==> src/rtl/display_scanner_if.sv <==
// Bus between a host and the display scanner: value/load/blank control in,
// registered digit drive out.
interface display_scanner_if #(
  parameter int DIGITS = 4
);
  logic [4*DIGITS-1:0] value;
  logic                load;
  logic                blank_lz;
  logic [3:0]          input_code;
  logic [DIGITS-1:0]   digit_enable;
  logic                blank;
  logic                frame_start;

  modport master (
    output value, load, blank_lz,
    input  input_code, digit_enable, blank, frame_start
  );

  modport slave (
    input  value, load, blank_lz,
    output input_code, digit_enable, blank, frame_start
  );
endinterface

==> src/rtl/display_scanner.sv <==
// Time-multiplexed scan controller for a multi-digit hex display with
// frame-synchronous double buffering and optional leading-zero blanking.
module display_scanner #(
  parameter int DIGITS   = 4,
  parameter int PRESCALE = 1000
) (
  input  logic            clk,
  input  logic            reset,
  display_scanner_if.slave bus
);
  localparam int PCW = (PRESCALE > 1) ? $clog2(PRESCALE) : 1;
  localparam int DW  = (DIGITS > 1) ? $clog2(DIGITS) : 1;
  localparam int VW  = 4 * DIGITS;
  localparam logic [PCW-1:0] PC_LAST = PCW'(PRESCALE - 1);
  localparam logic [DW-1:0]  D_LAST  = DW'(DIGITS - 1);

  logic [PCW-1:0]    pc;
  logic [DW-1:0]     d;
  logic [VW-1:0]     pend;
  logic [VW-1:0]     disp;

  logic              tick;
  logic              wrap;
  logic [DW-1:0]     d_next;
  logic [VW-1:0]     pend_next;
  logic [VW-1:0]     disp_next;
  logic [3:0]        code_next;
  logic [DIGITS-1:0] en_next;
  logic              upper_zero;
  logic              blank_next;

  // Outputs are computed from next-state digit and display value, so the
  // registered drive never mixes a digit index with another slot's nibble.
  always_comb begin
    tick       = (pc == PC_LAST);
    wrap       = tick && (d == D_LAST);
    d_next     = d;
    if (tick) d_next = wrap ? '0 : d + 1'b1;
    pend_next  = bus.load ? bus.value : pend;
    disp_next  = wrap ? pend_next : disp;
    code_next  = '0;
    en_next    = '0;
    upper_zero = 1'b1;
    for (int k = 0; k < DIGITS; k++) begin
      if (d_next == DW'(k)) begin
        code_next  = disp_next[4*k +: 4];
        en_next[k] = 1'b1;
      end
      if (DW'(k) >= d_next && disp_next[4*k +: 4] != 4'h0) upper_zero = 1'b0;
    end
    blank_next = bus.blank_lz && (d_next != '0) && upper_zero;
  end

  always_ff @(posedge clk or posedge reset) begin
    if (reset) begin
      pc               <= '0;
      d                <= '0;
      pend             <= '0;
      disp             <= '0;
      bus.input_code   <= '0;
      bus.digit_enable <= DIGITS'(1);
      bus.blank        <= 1'b0;
      bus.frame_start  <= 1'b0;
    end else begin
      pc               <= tick ? '0 : pc + 1'b1;
      d                <= d_next;
      pend             <= pend_next;
      disp             <= disp_next;
      bus.input_code   <= code_next;
      bus.digit_enable <= blank_next ? '0 : en_next;
      bus.blank        <= blank_next;
      bus.frame_start  <= wrap;
    end
  end
endmodule

==> src/flat_wrapper.sv <==
// flat-port wrapper written by rule: the top's interface ports become plain ports
module display_scanner_flat 
#(
  parameter int DIGITS   = 4,
  parameter int PRESCALE = 1000
)
  (clk, reset, bus_value, bus_load, bus_blank_lz, bus_input_code, bus_digit_enable, bus_blank, bus_frame_start);
  display_scanner_if #(.DIGITS(DIGITS)) bus_i ();
  input  logic clk;
  input  logic reset;
  input wire logic [$bits(bus_i.value)-1:0] bus_value;
  input wire logic [$bits(bus_i.load)-1:0] bus_load;
  input wire logic [$bits(bus_i.blank_lz)-1:0] bus_blank_lz;
  output wire logic [$bits(bus_i.input_code)-1:0] bus_input_code;
  output wire logic [$bits(bus_i.digit_enable)-1:0] bus_digit_enable;
  output wire logic [$bits(bus_i.blank)-1:0] bus_blank;
  output wire logic [$bits(bus_i.frame_start)-1:0] bus_frame_start;
  assign bus_i.value = bus_value;
  assign bus_i.load = bus_load;
  assign bus_i.blank_lz = bus_blank_lz;
  assign bus_input_code = bus_i.input_code;
  assign bus_digit_enable = bus_i.digit_enable;
  assign bus_blank = bus_i.blank;
  assign bus_frame_start = bus_i.frame_start;
  display_scanner #(.DIGITS(DIGITS), .PRESCALE(PRESCALE)) u_core (.clk(clk), .reset(reset), .bus(bus_i));
endmodule
==> config.mk <==
export PLATFORM = sky130hd
export DESIGN_NAME = display_scanner_flat
export DESIGN_NICKNAME = d
export VERILOG_FILES = /design/src/rtl/display_scanner_if.sv /design/src/rtl/display_scanner.sv /design/src/flat_wrapper.sv
export SDC_FILE = /design/constraint.sdc
export NUM_CORES = 1
export LEC_CHECK = 0
export ABC_AREA = 1
export CORE_MARGIN = 2
export CORE_UTILIZATION = 43
export CTS_CLUSTER_SIZE = 20
export DETAILED_ROUTE_END_ITERATION = 7
export DONT_BUFFER_PORTS = 1
export PLACE_DENSITY = 0.57
export SLEW_MARGIN = 5
export SYNTH_ARGS = -nofsm -noshare
export SYNTH_HDL_FRONTEND = slang
export SYNTH_SLANG_ARGS = --single-unit
==> constraint.sdc <==
create_clock -name clk -period 1.6 [get_ports clk]
set_input_delay 0.32 -clock clk [delete_from_list [all_inputs] [get_ports clk]]
set_output_delay 0.32 -clock clk [all_outputs]
set_load 0.02 [all_outputs]
==> summary.md, run 1 <==
| Metric | Value |
|---|---|
| Synth area leaders | `dfrtp_1 (53%), nand2_1 (16%), inv_1 (6.3%)` |
| Dpl hpwl | `4000 µm` |
| Adder-Cell Fraction of Synth Area | `0.0100` |
| Total number of vias | `slightly below 2,000` |
| Synthesized area per cell | `8.51 µm²` |
| Initial DRC count | `107` |
| Diode count | `0` |
| Later-pin clock latency in the skew report | `between 0.3 and 0.4 ns` |
| H-Tree Level Count | `2` |
| Asr flop ratio synth | `1.00` |
| Max-slew headroom | `0.770` |
| Critical Path Fanout Max | `6` |
| Seq cells post-synth | `54` |
| Slew Limit Fails | `0` |
| Row count | `27` |
| Final core occ | `0.582` |
| Crit path cell chain | `ha_4 -> nand2_4 -> clkinv_4 -> buf_6 -> nand4_4 -> nand2_2 -> nand2_1 -> nor2_1 -> nand2_1 -> nand2_1 -> nand2_2 -> nor2_4 -> nor2_1` |
| Via density per instance | `about 4.7` |
| Most common library cell in the layout ignoring fill and taps | `nand2_1` |
| Remaining global-route overflow | `0` |
| Area grow syn2layout | `29.1%` |
| Clock slew at reported path FFs | `between 0.1 and 0.15 ns` |
| Synth cell types | `25` |
| Most used cell, CP | `nand2_1` |
| Placed insts | `399` |
| Share of post-route cells with drive strength above 1 | `0.330` |
| Period utilization | `1.08` |
| Top Ports | `30` |
| Status | `finished with violations` |
| Total die area | `~6400 µm²` |
| Most frequent cells in the layout | `nand2_1 (93), dfrtp_1 (53), buf_4 (49)` |
| Routed wire length per instance | `12.8 µm` |
| DRC | `0` |
| CP Buf/Inv Count | `2` |
| Cell Pwr Density | `722 nW/µm²` |
| Total GRT Usage | `0.190` |
| Reg2Reg Depth | `13` |
| Port Buffers | `0` |
| Mux share of post-synthesis cell area | `0` |
| Vias in the first global route | `2,001` |
| Critical Path RT | `about 1.8 ns` |
| Unrepaired setup endpoints after global routing | `true` |
| Hold path depth | `2` |
| CTS tree | `built` |
| First-pass GRT wire length | `9320 µm` |
| Largest net degree at the start of global routing | `27` |
| Leakage power | `1.76 nW` |
| Post-synth top area share | `0.532` |
| Register area share after synthesis | `0.542` |
| Failing checks | `setup timing` |
| Min Clock Period, post-route | `approximately 1.7 ns` |
| Gp weighted congestion | `0.807` |
| Clock Skews | `between 0.01 and 0.015 ns` |
| Dpl ws | `-0.165 ns` |
| Deepest clock path buffer count | `2` |
| CP max stage cell | `dfrtp_1` |
| Drt pass-1 iters | `4` |
| CP endpoint kind | `flop` |
| Final Non-Filler Cells | `423` |
| Fmax | `roughly 0.58 GHz` |
| Final setup margin | `-0.132 ns` |
| Clock Sinks | `54` |
| Initial Utilization | `0.450` |
| Peak supply drop | `0.360 mV` |
| Simple-Gate Fraction of Synth Area | `0.318` |
| Largest family of logic cells by synthesized area | `simple AND/OR/NAND/NOR gates` |
| Antenna viol nets, final | `0` |
| Max incr delay on CP | `0.40 ns` |
| Synthesized net count | `315` |
| Synth Area in XOR/XNOR | `0` |
| Cell class contributing the biggest share of worst-path delay | `simple AND/OR/NAND/NOR gates` |
| Die Wd | `80.2 µm` |
| CP Data Arrival Time | `between 1.5 and 2 ns` |
| MaxCap Viol Count | `0` |
| Count of final setup violators | `8` |
| Synth Cell Area | `2490 µm²` |
| Fin. Hold Viols | `0` |
| CTS root buffer | `clkbuf_8` |
| Drt total wl | `5430 µm` |
| Cts bufs inserted | `5` |
| Setup TNS | `-0.693 ns` |
| Worst-Margin Slew | `0.344 ns` |
| Class of the worst hold path | `in2reg` |
| Post-Layout Inst Area | `3220 µm²` |
| Setup CP Type | `reg2reg` |
| Worst setup SP type | `flop` |
| Nets | `372` |
| Core region area | `5540 µm²` |
| Post-Syn Instances | `between 200 and 300` |
| Stages on the worst setup path | `13` |
| Primary FF master, synth | `dfrtp_1` |
| Synth Area in Compound Gates | `0.0481` |
| Initial antenna violation count | `0` |
| Synth area leader | `dfrtp_1` |
| Synth Warn # | `0` |
| Post-synth EDFFs | `0` |
| Cell area after placement | `about 2900 µm²` |
| Die Ht | `roughly 80 µm` |
-- cell families after synthesis --
kind of cell	count (synthesis)
AOI/OAI and AO/OA	18
adders and majority gates	2
buffers and inverters	52
DFF	54
and+or+nand+nor	167
-- state kept, by name, indices dropped and copies added (netlist names) --
name,count
u_core.bus.blank,1
u_core.bus.digit_enable,4
u_core.bus.frame_start,1
u_core.pend,16
u_core.pc,10
u_core.disp,16
u_core.bus.input_code,4
u_core.d,2
-- area by class of cell --
class | instances | area (µm²)
timing repair buffer | 53 | 420
clock inverter | 3 | 28.8
fill | 511 | 2320
clock buffer | 5 | 68.8
sequential | 54 | 1350
inverter | 49 | 193
multi-input combinational | 187 | 1070
tap | 72 | 90.1
-- cell usage after synthesis (3+ instances only) --
library cell / instances
inv_2: 6
nand4_1: 14
nand2_2: 3
o21ai_0: 10
dfrtp_1: 53
buf_2: 3
nand2_1: 108
inv_1: 42
nor2_1: 21
a21oi_1: 4
nand3_1: 7
nor3_1: 3
-- through the flow --
stage                     total power, W  hold slack [ns]
after floorplan                  0.00150            0.387
after global placement           0.00153            0.182
after detailed placement         0.00154            0.187
after CTS                        0.00236            0.124
after global routing             0.00244            0.132
final                            0.00233            0.130
-- metal layers --
layer	share of wire	vias up	global-route usage
li1	-	1016	-
met2	0.50	23	0.327
met1	0.46	940	0.242
met4	0.013	0	0.0610
met5	0	-	0
met3	0.023	6	0.0360
-- repair_timing --
action,4_1_cts,5_1_grt
pin swaps,22,21
cloned,0,0
setup buffers,10,5
resized for setup,18,19
setup endpoints to repair,8,13
hold buffers,1,0
endpoints found under the hold margin,13,0
-- where the power goes --
part	internal, W	total (W)	switching (W)
Clock	0.000328	0.000818	0.000490
Sequential	0.00140	0.00141	0.00000835
Combinational	0.0000300	0.000102	0.0000723
-- final timing paths --
path | from | to | slack (ns)
setup / recovery | u_core.pc[1] | u_core.bus.digit_enable[2] | -0.13
hold / removal | bus_load | u_core.pend[3] | 0.13
setup reg to reg | u_core.pc[1] | u_core.bus.digit_enable[2] | -0.13
hold reg to reg | u_core.pend[1] | u_core.pend[1] | 0.48
max in group asynchronous | reset | u_core.bus.digit_enable[0] | 0.58
min in group asynchronous | reset | u_core.pend[7] | 0.44
No activity file was read; power rests on OpenSTA's default activity.
==> inputs of run 2 (changes only) <==
- ABC_AREA: 1 -> unset
- TNS_END_PERCENT: unset -> 10
==> summary.md, run 2 <==
| Metric | Value |
|---|---|
| Status | `finished with violations` |
| Failing checks | `setup timing` |
| Via density per instance | `around 5.2` |
| Post-synth EDFFs | `0` |
| Total GRT Usage | `0.168` |
| Total number of vias | `1,555` |
| Remaining global-route overflow | `0` |
| Primary FF master, synth | `dfrtp_1` |
| Post-Syn Instances | `approximately 190` |
| Count of final setup violators | `9` |
| Reg2Reg Setup Slack | `-0.27 ns` |
| CP Data Arrival Time | `2.07 ns` |
| Psw | `around 0.00054 W` |
| Worst-Margin Slew | `0.389 ns` |
| MaxCap Viol Count | `0` |
| Comb pwr share | `0.066` |
| Dpl hpwl | `about 3600 µm` |
| CTS root buffer | `clkbuf_8` |
| Critical Path Fanout Max | `6` |
| Final setup margin | `-0.271 ns` |
| Asr flop ratio synth | `1.00` |
| Fill count | `480` |
| Drt pass-1 iters | `4` |
| First-pass GRT wire length | `8010 µm` |
| Most used cell, CP | `mux2i_1` |
| Initial antenna violation count | `0` |
| Post-synth top area share | `0.543` |
| Commonest cells post-synth | `dfrtp_1 (53), mux2_2 (22), nor2_1 (13), inv_1 (12)` |
| Initial Utilization | `0.443` |
| Die Wd | `79.3 µm` |
| Synth area leader | `dfrtp_1` |
| CTS tree | `built` |
| Top Ports | `30` |
| Hold path depth | `1` |
| Most common library cell in the layout ignoring fill and taps | `dfrtp_1` |
| Synthesized net count | `~210` |
| Antenna viol nets, final | `0` |
| Min Clock Period, post-route | `1.87 ns` |
| Fmax | `0.535 GHz` |
| Critical Path RT | `1.80 ns` |
| Gp weighted congestion | `a little under 0.8` |
| Dpl ws | `-0.309 ns` |
| Max incr delay on CP | `0.40 ns` |
| Area grow syn2layout | `17.9%` |
| Synth Cell Area | `about 2400 µm²` |
| CP endpoint kind | `flop` |
| Cts bufs inserted | `5` |
| Initial DRC count | `43` |
| Cell Pwr Density | `818 nW/µm²` |
| Peak supply drop | `0.414 mV` |
| Synthesized area per cell | `12.7 µm²` |
| Leakage power | `1.37 nW` |
| Seq cells post-synth | `54` |
| CP max stage cell | `dfrtp_1` |
| Period utilization | `1.17` |
| Setup TNS | `-1.50 ns` |
| Setup CP Type | `reg2reg` |
| Nets | `246` |
| Clock slew at reported path FFs | `~0.090 ns` |
| Clock Skews | `0.00272 ns` |
| Deepest clock path buffer count | `2` |
| Regs by FF count | `u_core.disp x16, u_core.pend x16, u_core.pc x10` |
| Port Buffers | `0` |
| Max-slew headroom | `0.741` |
| Register area share after synthesis | `0.554` |
| Core region area | `5510 µm²` |
| CP Buf/Inv Count | `1` |
| Class of the worst hold path | `in2reg` |
| Most frequent cells in the layout | `dfrtp_1 (53), buf_4 (25), mux2_2 (22)` |
| Reg2Reg Depth | `6` |
| H-Tree Level Count | `2` |
| Worst setup SP type | `flop` |
| Pint | `0.00182 W` |
| DRC | `0` |
| Crit path cell chain | `and4bb_4 -> and3_4 -> mux2i_4 -> buf_12 -> mux2i_1 -> mux2i_1` |
| Fin. Hold Viols | `0` |
| Net Sw Frac | `0.228` |
| Routed wire length per instance | `15.9 µm` |
| Unrepaired setup endpoints after global routing | `true` |
| Stages on the worst setup path | `6` |
| Share of post-route cells with drive strength above 1 | `0.373` |
| Row count | `27` |
| Total die area | `6300 µm²` |
| Cell class contributing the biggest share of worst-path delay | `simple AND/OR/NAND/NOR gates` |
| Slew Limit Fails | `0` |
| Final core occ | `0.523` |
| Synth Warn # | `0` |
| Largest net degree at the start of global routing | `39` |
| Synth area leaders | `dfrtp_1 (54%), mux2_2 (10%), mux2i_1 (3.3%)` |
| Die Ht | `around 79 µm` |
| Synth cell types | `43` |
| Drt total wl | `4720 µm` |
| Later-pin clock latency in the skew report | `roughly 0.3 ns` |
| Clk network pwr share | `0.314` |
| Seq pwr share | `0.620` |
| Vias in the first global route | `1,700` |
| Diode count | `0` |
| Most frequent cell after synthesis | `dfrtp_1` |
| Clock Sinks | `54` |
run 2: cell types whose count changed after synthesis, moves of 8 or more:
cell	previous run	this run
inv_1	42	12
nor2_1	21	13
mux2i_1	0	8
nand4_1	14	2
nand2_1	108	8
mux2_2	0	22
run 2: metrics by stage:
| stage | instances | total power [W] | hold WS, ns | cell area [µm²] |
|---|---|---|---|---|
| after CTS | 296 | 0.00238 | 0.127 | 2850 |
| after global routing | 297 | 0.00246 | 0.134 | 2880 |
| after detailed placement | 287 | 0.00164 | 0.206 | 2710 |
| final | 297 | 0.00235 | 0.133 | 2880 |
| after global placement | 287 | 0.00163 | 0.202 | 2710 |
| after floorplan | 192 | 0.00160 | 0.423 | 2440 |
run 2: power by group through the flow:
stage / Sequential, W / Combinational [W] / Clock, W
finish: 0.00146 / 0.000155 / 0.000739
global route: 0.00147 / 0.000174 / 0.000818
CTS: 0.00146 / 0.000156 / 0.000764
detailed placement: 0.00149 / 0.000149 / 0
global placement: 0.00148 / 0.000144 / 0
floorplan: 0.00148 / 0.000120 / 0
run 2: logic make-up (layout without fill, tap and decap cells):
group,count (synthesis),in the layout,share of synthesized area
compound gates,24,24,0.0682
fa+ha+maj,2,2,0.0102
buf+inv,20,53,0.0518
flops,54,54,0.554
mux,35,35,0.171
simple gates,51,51,0.123
xor+xnor,6,6,0.0215
run 2: cell type report:
cell class	instances	area [µm²]	area share
Clock buffer	7	76.3	0.0265
Multi-Input combinational cell	118	1010	0.352
Sequential cell	54	1350	0.470
Timing Repair Buffer	33	294	0.102
Inverter	12	45.0	0.0157
Tap cell	72	90.1	0.0313
Clock inverter	1	7.51	0.00261
run 2: path summary, 6_finish.rpt:
kind,from,end
max reg2reg,u_core.pc[4],u_core.bus.input_code[0]
max,u_core.pc[4],u_core.bus.input_code[0]
max in group asynchronous,reset,u_core.bus.input_code[2]
min,bus_blank_lz,u_core.bus.digit_enable[3]
min in group asynchronous,reset,u_core.pc[2]
min reg2reg,u_core.pend[2],u_core.pend[2]
run 2: timing repair:
item	CTS	global route
gates resized for setup	12	8
setup endpoints to repair	16	17
pin swaps	1	1
hold endpoints to repair	15	0
hold buffers	1	0
setup buffers	0	1
run 2: per-layer routing:
metal / global-route usage / vias up / routed length (µm)
met2: 0.300 / 19 / 2540
met5: 0 / - / 0
met4: 0.0638 / 0 / 78
met3: 0.0398 / 6 / 151
met1: 0.195 / 787 / 1950
li1: - / 743 / -
